## src/rtl/hier_fanin_arb.sv

```systemverilog
// Multi-channel FIFO fan-in with round-robin arbitration into a registered output stage.
// Optional per-channel grant counters are enabled by defining HIER_FANIN_ARB_STATS_EN.
module hier_fanin_arb #(
  parameter int NUM_CH = 5,
  parameter int DATA_W = 8,
  parameter int DEPTH  = 4,
  localparam int CH_W  = (NUM_CH > 1) ? $clog2(NUM_CH) : 1
) (
  input  logic                     clk,
  input  logic                     rst_n,
  input  logic [NUM_CH-1:0]        in_valid,
  input  logic [NUM_CH*DATA_W-1:0] in_data,
  output logic [NUM_CH-1:0]        in_ready,
  output logic                     out_valid,
  output logic [DATA_W-1:0]        out_data,
  output logic [CH_W-1:0]          out_ch,
`ifdef HIER_FANIN_ARB_STATS_EN
  output logic [NUM_CH*16-1:0]     grant_cnt,
`endif
  input  logic                     out_ready
);

  localparam int PTR_W = $clog2(DEPTH);
  localparam int CNT_W = PTR_W + 1;

  logic [DATA_W-1:0] mem    [NUM_CH][DEPTH];
  logic [PTR_W-1:0]  wr_ptr [NUM_CH];
  logic [PTR_W-1:0]  rd_ptr [NUM_CH];
  logic [CNT_W-1:0]  cnt    [NUM_CH];

  logic [NUM_CH-1:0] nonempty;
  logic [NUM_CH-1:0] push;
  logic [NUM_CH-1:0] pop;
  logic [CH_W-1:0]   last_grant;
  logic [CH_W-1:0]   gnt;
  logic [DATA_W-1:0] head_data;
  logic              found;
  logic              load;

  always_comb begin
    for (int c = 0; c < NUM_CH; c++) begin
      in_ready[c] = (cnt[c] != CNT_W'(DEPTH));
      nonempty[c] = (cnt[c] != '0);
    end
  end

  assign push = in_valid & in_ready;
  assign load = !out_valid || out_ready;

  // Two-pass search: channels above last_grant first, then wrap to the lowest.
  always_comb begin
    logic          hi_found, lo_found;
    logic [CH_W-1:0] hi_gnt, lo_gnt;
    hi_found = 1'b0;
    lo_found = 1'b0;
    hi_gnt   = '0;
    lo_gnt   = '0;
    found    = 1'b0;
    gnt      = '0;
    if (NUM_CH == 1) begin
      found = nonempty[0];
    end else begin
      for (int c = 0; c < NUM_CH; c++) begin
        if (!hi_found && nonempty[c] && (c > int'(last_grant))) begin
          hi_found = 1'b1;
          hi_gnt   = CH_W'(c);
        end
      end
      for (int c = 0; c < NUM_CH; c++) begin
        if (!lo_found && nonempty[c]) begin
          lo_found = 1'b1;
          lo_gnt   = CH_W'(c);
        end
      end
      found = hi_found || lo_found;
      gnt   = hi_found ? hi_gnt : lo_gnt;
    end
  end

  always_comb begin
    head_data = '0;
    for (int c = 0; c < NUM_CH; c++) begin
      pop[c] = load && found && (gnt == CH_W'(c));
      if (gnt == CH_W'(c)) head_data = mem[c][rd_ptr[c]];
    end
  end

  always_ff @(posedge clk) begin
    for (int c = 0; c < NUM_CH; c++) begin
      if (push[c]) mem[c][wr_ptr[c]] <= in_data[c*DATA_W +: DATA_W];
    end
  end

  // Pointers wrap naturally since DEPTH is a power of two.
  always_ff @(posedge clk) begin
    if (!rst_n) begin
      for (int c = 0; c < NUM_CH; c++) begin
        wr_ptr[c] <= '0;
        rd_ptr[c] <= '0;
        cnt[c]    <= '0;
      end
    end else begin
      for (int c = 0; c < NUM_CH; c++) begin
        if (push[c]) wr_ptr[c] <= wr_ptr[c] + 1'b1;
        if (pop[c])  rd_ptr[c] <= rd_ptr[c] + 1'b1;
        if (push[c] && !pop[c])      cnt[c] <= cnt[c] + 1'b1;
        else if (!push[c] && pop[c]) cnt[c] <= cnt[c] - 1'b1;
      end
    end
  end

  always_ff @(posedge clk) begin
    if (!rst_n) begin
      out_valid  <= 1'b0;
      out_data   <= '0;
      out_ch     <= '0;
      last_grant <= CH_W'(NUM_CH - 1);
    end else if (load) begin
      out_valid <= found;
      if (found) begin
        out_data   <= head_data;
        out_ch     <= gnt;
        last_grant <= gnt;
      end
    end
  end

`ifdef HIER_FANIN_ARB_STATS_EN
  always_ff @(posedge clk) begin
    if (!rst_n) begin
      grant_cnt <= '0;
    end else if (out_valid && out_ready) begin
      for (int c = 0; c < NUM_CH; c++) begin
        if ((out_ch == CH_W'(c)) && (grant_cnt[c*16 +: 16] != 16'hFFFF))
          grant_cnt[c*16 +: 16] <= grant_cnt[c*16 +: 16] + 16'd1;
      end
    end
  end
`endif

endmodule

```

## config.mk

```make
export PLATFORM = sky130hd
export DESIGN_NAME = hier_fanin_arb
export DESIGN_NICKNAME = d
export VERILOG_FILES = /design/src/rtl/hier_fanin_arb.sv
export SDC_FILE = /design/constraint.sdc
export NUM_CORES = 1
export LEC_CHECK = 0
export CORE_MARGIN = 3
export CORE_UTILIZATION = 40
export DETAILED_ROUTE_END_ITERATION = 12
export GPL_TIMING_DRIVEN = 0
export PLACE_DENSITY = 0.57
export SETUP_SLACK_MARGIN = 0.4
export SLEW_MARGIN = 25
export SYNTH_ARGS = -nofsm -noshare
export SYNTH_HDL_FRONTEND = slang
export SYNTH_SLANG_ARGS = --single-unit
```

## constraint.sdc

```tcl
create_clock -name clk -period 3.2 [get_ports clk]
set_input_delay 0.64 -clock clk [delete_from_list [all_inputs] [get_ports clk]]
set_output_delay 0.64 -clock clk [all_outputs]
set_load 0.1 [all_outputs]
```

==> run metrics <==
antenna cells 0; share of layout cells above drive strength 1 approximately 23%; most common cell after layout, fill and taps aside edfxtp_1; hold_buf cts 0; minimum clock period 3.04 ns; Placement Cell Area 0.0101 sq mm; deepest clock path buffer count 3; CP required 3.45 ns; post-synth top area share 65.3%; Crit Path Category reg2reg; first-pass GRT wire length 30400 um; Top-Level Pins 65; vias in the first global route 5388; outcome finished, final reports clean; Avg Inst Size Synth 16.2 sq um; Mapped Nets 628; final hold viol count 0; antenna violations before repair 0; Seq/Total Area, Yosys 68.2%; Row Count 54; CP max stage cell or4_4; commonest non-fill, non-tap cells in the layout edfxtp_1 (195), clkdlybuf4s50_1 (57), mux4_2 (40); Static Leak 3.86 nW; fill cell count roughly 1900; Vias/cell about 5.3; Worst Hold Margin 0.510 ns; fmax 0.329 GHz; Synth area leaders edfxtp_1 (65%), mux4_2 (10%), ha_1 (3.2%); Pwr Total 10.3 mW; clk slew on worst S/H paths 0.07 ns; die extent in y 156 um; drt first pass iters 5; critical-path cell list or3_4, or4_4, o21a_1, buf_6, a21o_1, a31oi_1, a21boi_2, buf_4, o22ai_2, o22a_1; Die ar. 0.0242 sq mm; Crit. End Element flip-flop; largest net degree at the start of global routing 14; # DRC 0; final WL 20100 um; Max Cap Viol 0; routed vias approximately 5100; period utilisation layout 94.9%; relative slew slack between 30 and 40%; crit start category flip-flop; CTS tree built; Final Skew 0.0106 ns; wire length per cell 20.9 um; total clock sinks 208; largest stage delay on the critical path 0.54 ns; root buf cell clkbuf_16; Final ANT Viol Nets 0; Main synth FF type edfxtp_1; area delta synth->final 23.4%; # port buffers 64; register bit total from synthesis between 200 and 250; Worst Path Max Fanout 7; Core Area roughly 0.022 sq mm; post-DP HPWL 13900 um; Final Worst Setup Slack 0.163 ns; post-layout net count ~740; Post-Syn Area 0.00896 sq mm; Yosys cell types between 50 and 60; grt ovf 0; RSZ-0062 raised after global routing true; First DRT Iteration DRCs 343; dpl ws -0.114 ns; area leader, netlist edfxtp_1; type of the worst min-delay path reg2reg; GRT Total Usage 16.4%; Worst Path Arrival approximately 3.3 ns; final instance area 0.0111 sq mm; Synth Warn # 0; Slew @ Worst Pin 1.04 ns; die boundary width approximately 160 um; worst skew pair latency approximately 0.51 ns; CTS H-tree depth 1; setup TNS 0 ns; Final Slew Violations 0; Initial Utilization 40.9%; Post-Synthesis Cells about 550; EDFF count, synth 195; Max VDD drop 0.549 mV; Final Setup Violations 0; ys async rst share 0%; CTS Buf Count 23; power per cell area ~930 mW/mm^2; GP Congestion 0.791
-- power breakdown --
part	total (mW)	leakage, nW	internal, mW	switching [mW]
sequential	3.80	1.95	3.57	0.230
combinational	4.18	1.59	1.62	2.56
clock	2.35	0.326	1.33	1.02
total	10.3	3.86	6.52	3.81
-- state kept, by name (all words and copies together), names as in the netlist --
register	flops
out_data	8
out_ch	3
last_grant	1
rd_ptr	10
mem	160
wr_ptr	10
out_valid	1
cnt	15
-- synthesized netlist by cell type, types with 8 or more instances --
cell	n
edfxtp_1	195
nor2_1	41
mux4_2	40
nand2_1	30
ha_1	23
inv_1	22
and3_1	21
o21ai_0	15
a21oi_1	13
clkbuf_1	13
dfxtp_1	13
xnor2_1	13
buf_1	10
nand3_1	10
and2_1	9
mux2_2	9
a221oi_1	8
a22oi_1	8
-- metrics by stage --
step                      utilization [%]  cells
after floorplan                         -    553
after global placement               46.0    897
after detailed placement             46.0    897
after CTS                            49.7    950
after global routing                 50.5    959
final                                50.5    959
-- logic make-up after synthesis --
logic type | Yosys count | share of synthesized area, %
AND/OR/NAND/NOR | 135 | 7.55
adder cells (fa/ha/maj) | 27 | 4.10
buffers and inverters | 52 | 2.39
AO/OA/AOI/OAI | 65 | 4.87
XOR/XNOR | 17 | 1.66
multiplexers | 49 | 11.2
flip-flops | 208 | 68.2
-- area by class of cell --
cell class | count | area, sq um | share of cell area, %
Clock inverter | 12 | 65.1 | 0.588
Buffer | 30 | 196 | 1.78
Clock buffer | 29 | 598 | 5.41
Inverter | 22 | 82.6 | 0.747
Tap cell | 280 | 350 | 3.17
Timing Repair Buffer | 85 | 827 | 7.48
Multi-Input combinational cell | 293 | 2820 | 25.5
Sequential cell | 208 | 6120 | 55.3
-- worst paths after layout --
path               end  slack, ns       from  depth (start not counted)
max          cnt[4][2]       0.16  cnt[3][1]                         10
min          out_ch[2]       0.51  out_ch[2]                          2
max reg2reg  cnt[4][2]       0.16  cnt[3][1]                         10
min reg2reg  out_ch[2]       0.51  out_ch[2]                          2
-- worst max-delay path: cells and delay by family, from the launching register on --
kind	cells	cell delay, ns
flops	1	0.44
simple gates	2	0.99
compound gates	6	1.05
buf+inv	2	0.29
-- layer usage --
| layer | up-vias | wire (um) | GRT usage (%) |
|---|---|---|---|
| met5 | - | 0 | 0 |
| met4 | 0 | 495 | 4.84 |
| met3 | 33 | 1070 | 3.30 |
| met2 | 133 | 9880 | 27.7 |
| met1 | 2583 | 8610 | 21.5 |
| li1 | 2359 | - | - |
-- repair_timing --
action | in CTS | in global routing
buffers inserted | 12 | 8
cloned | 0 | 1
pin swaps | 10 | 4
resized for setup | 27 | 28
endpoints found under the setup margin | 45 | 42
Note: power is estimated with default switching activity, not from simulation.
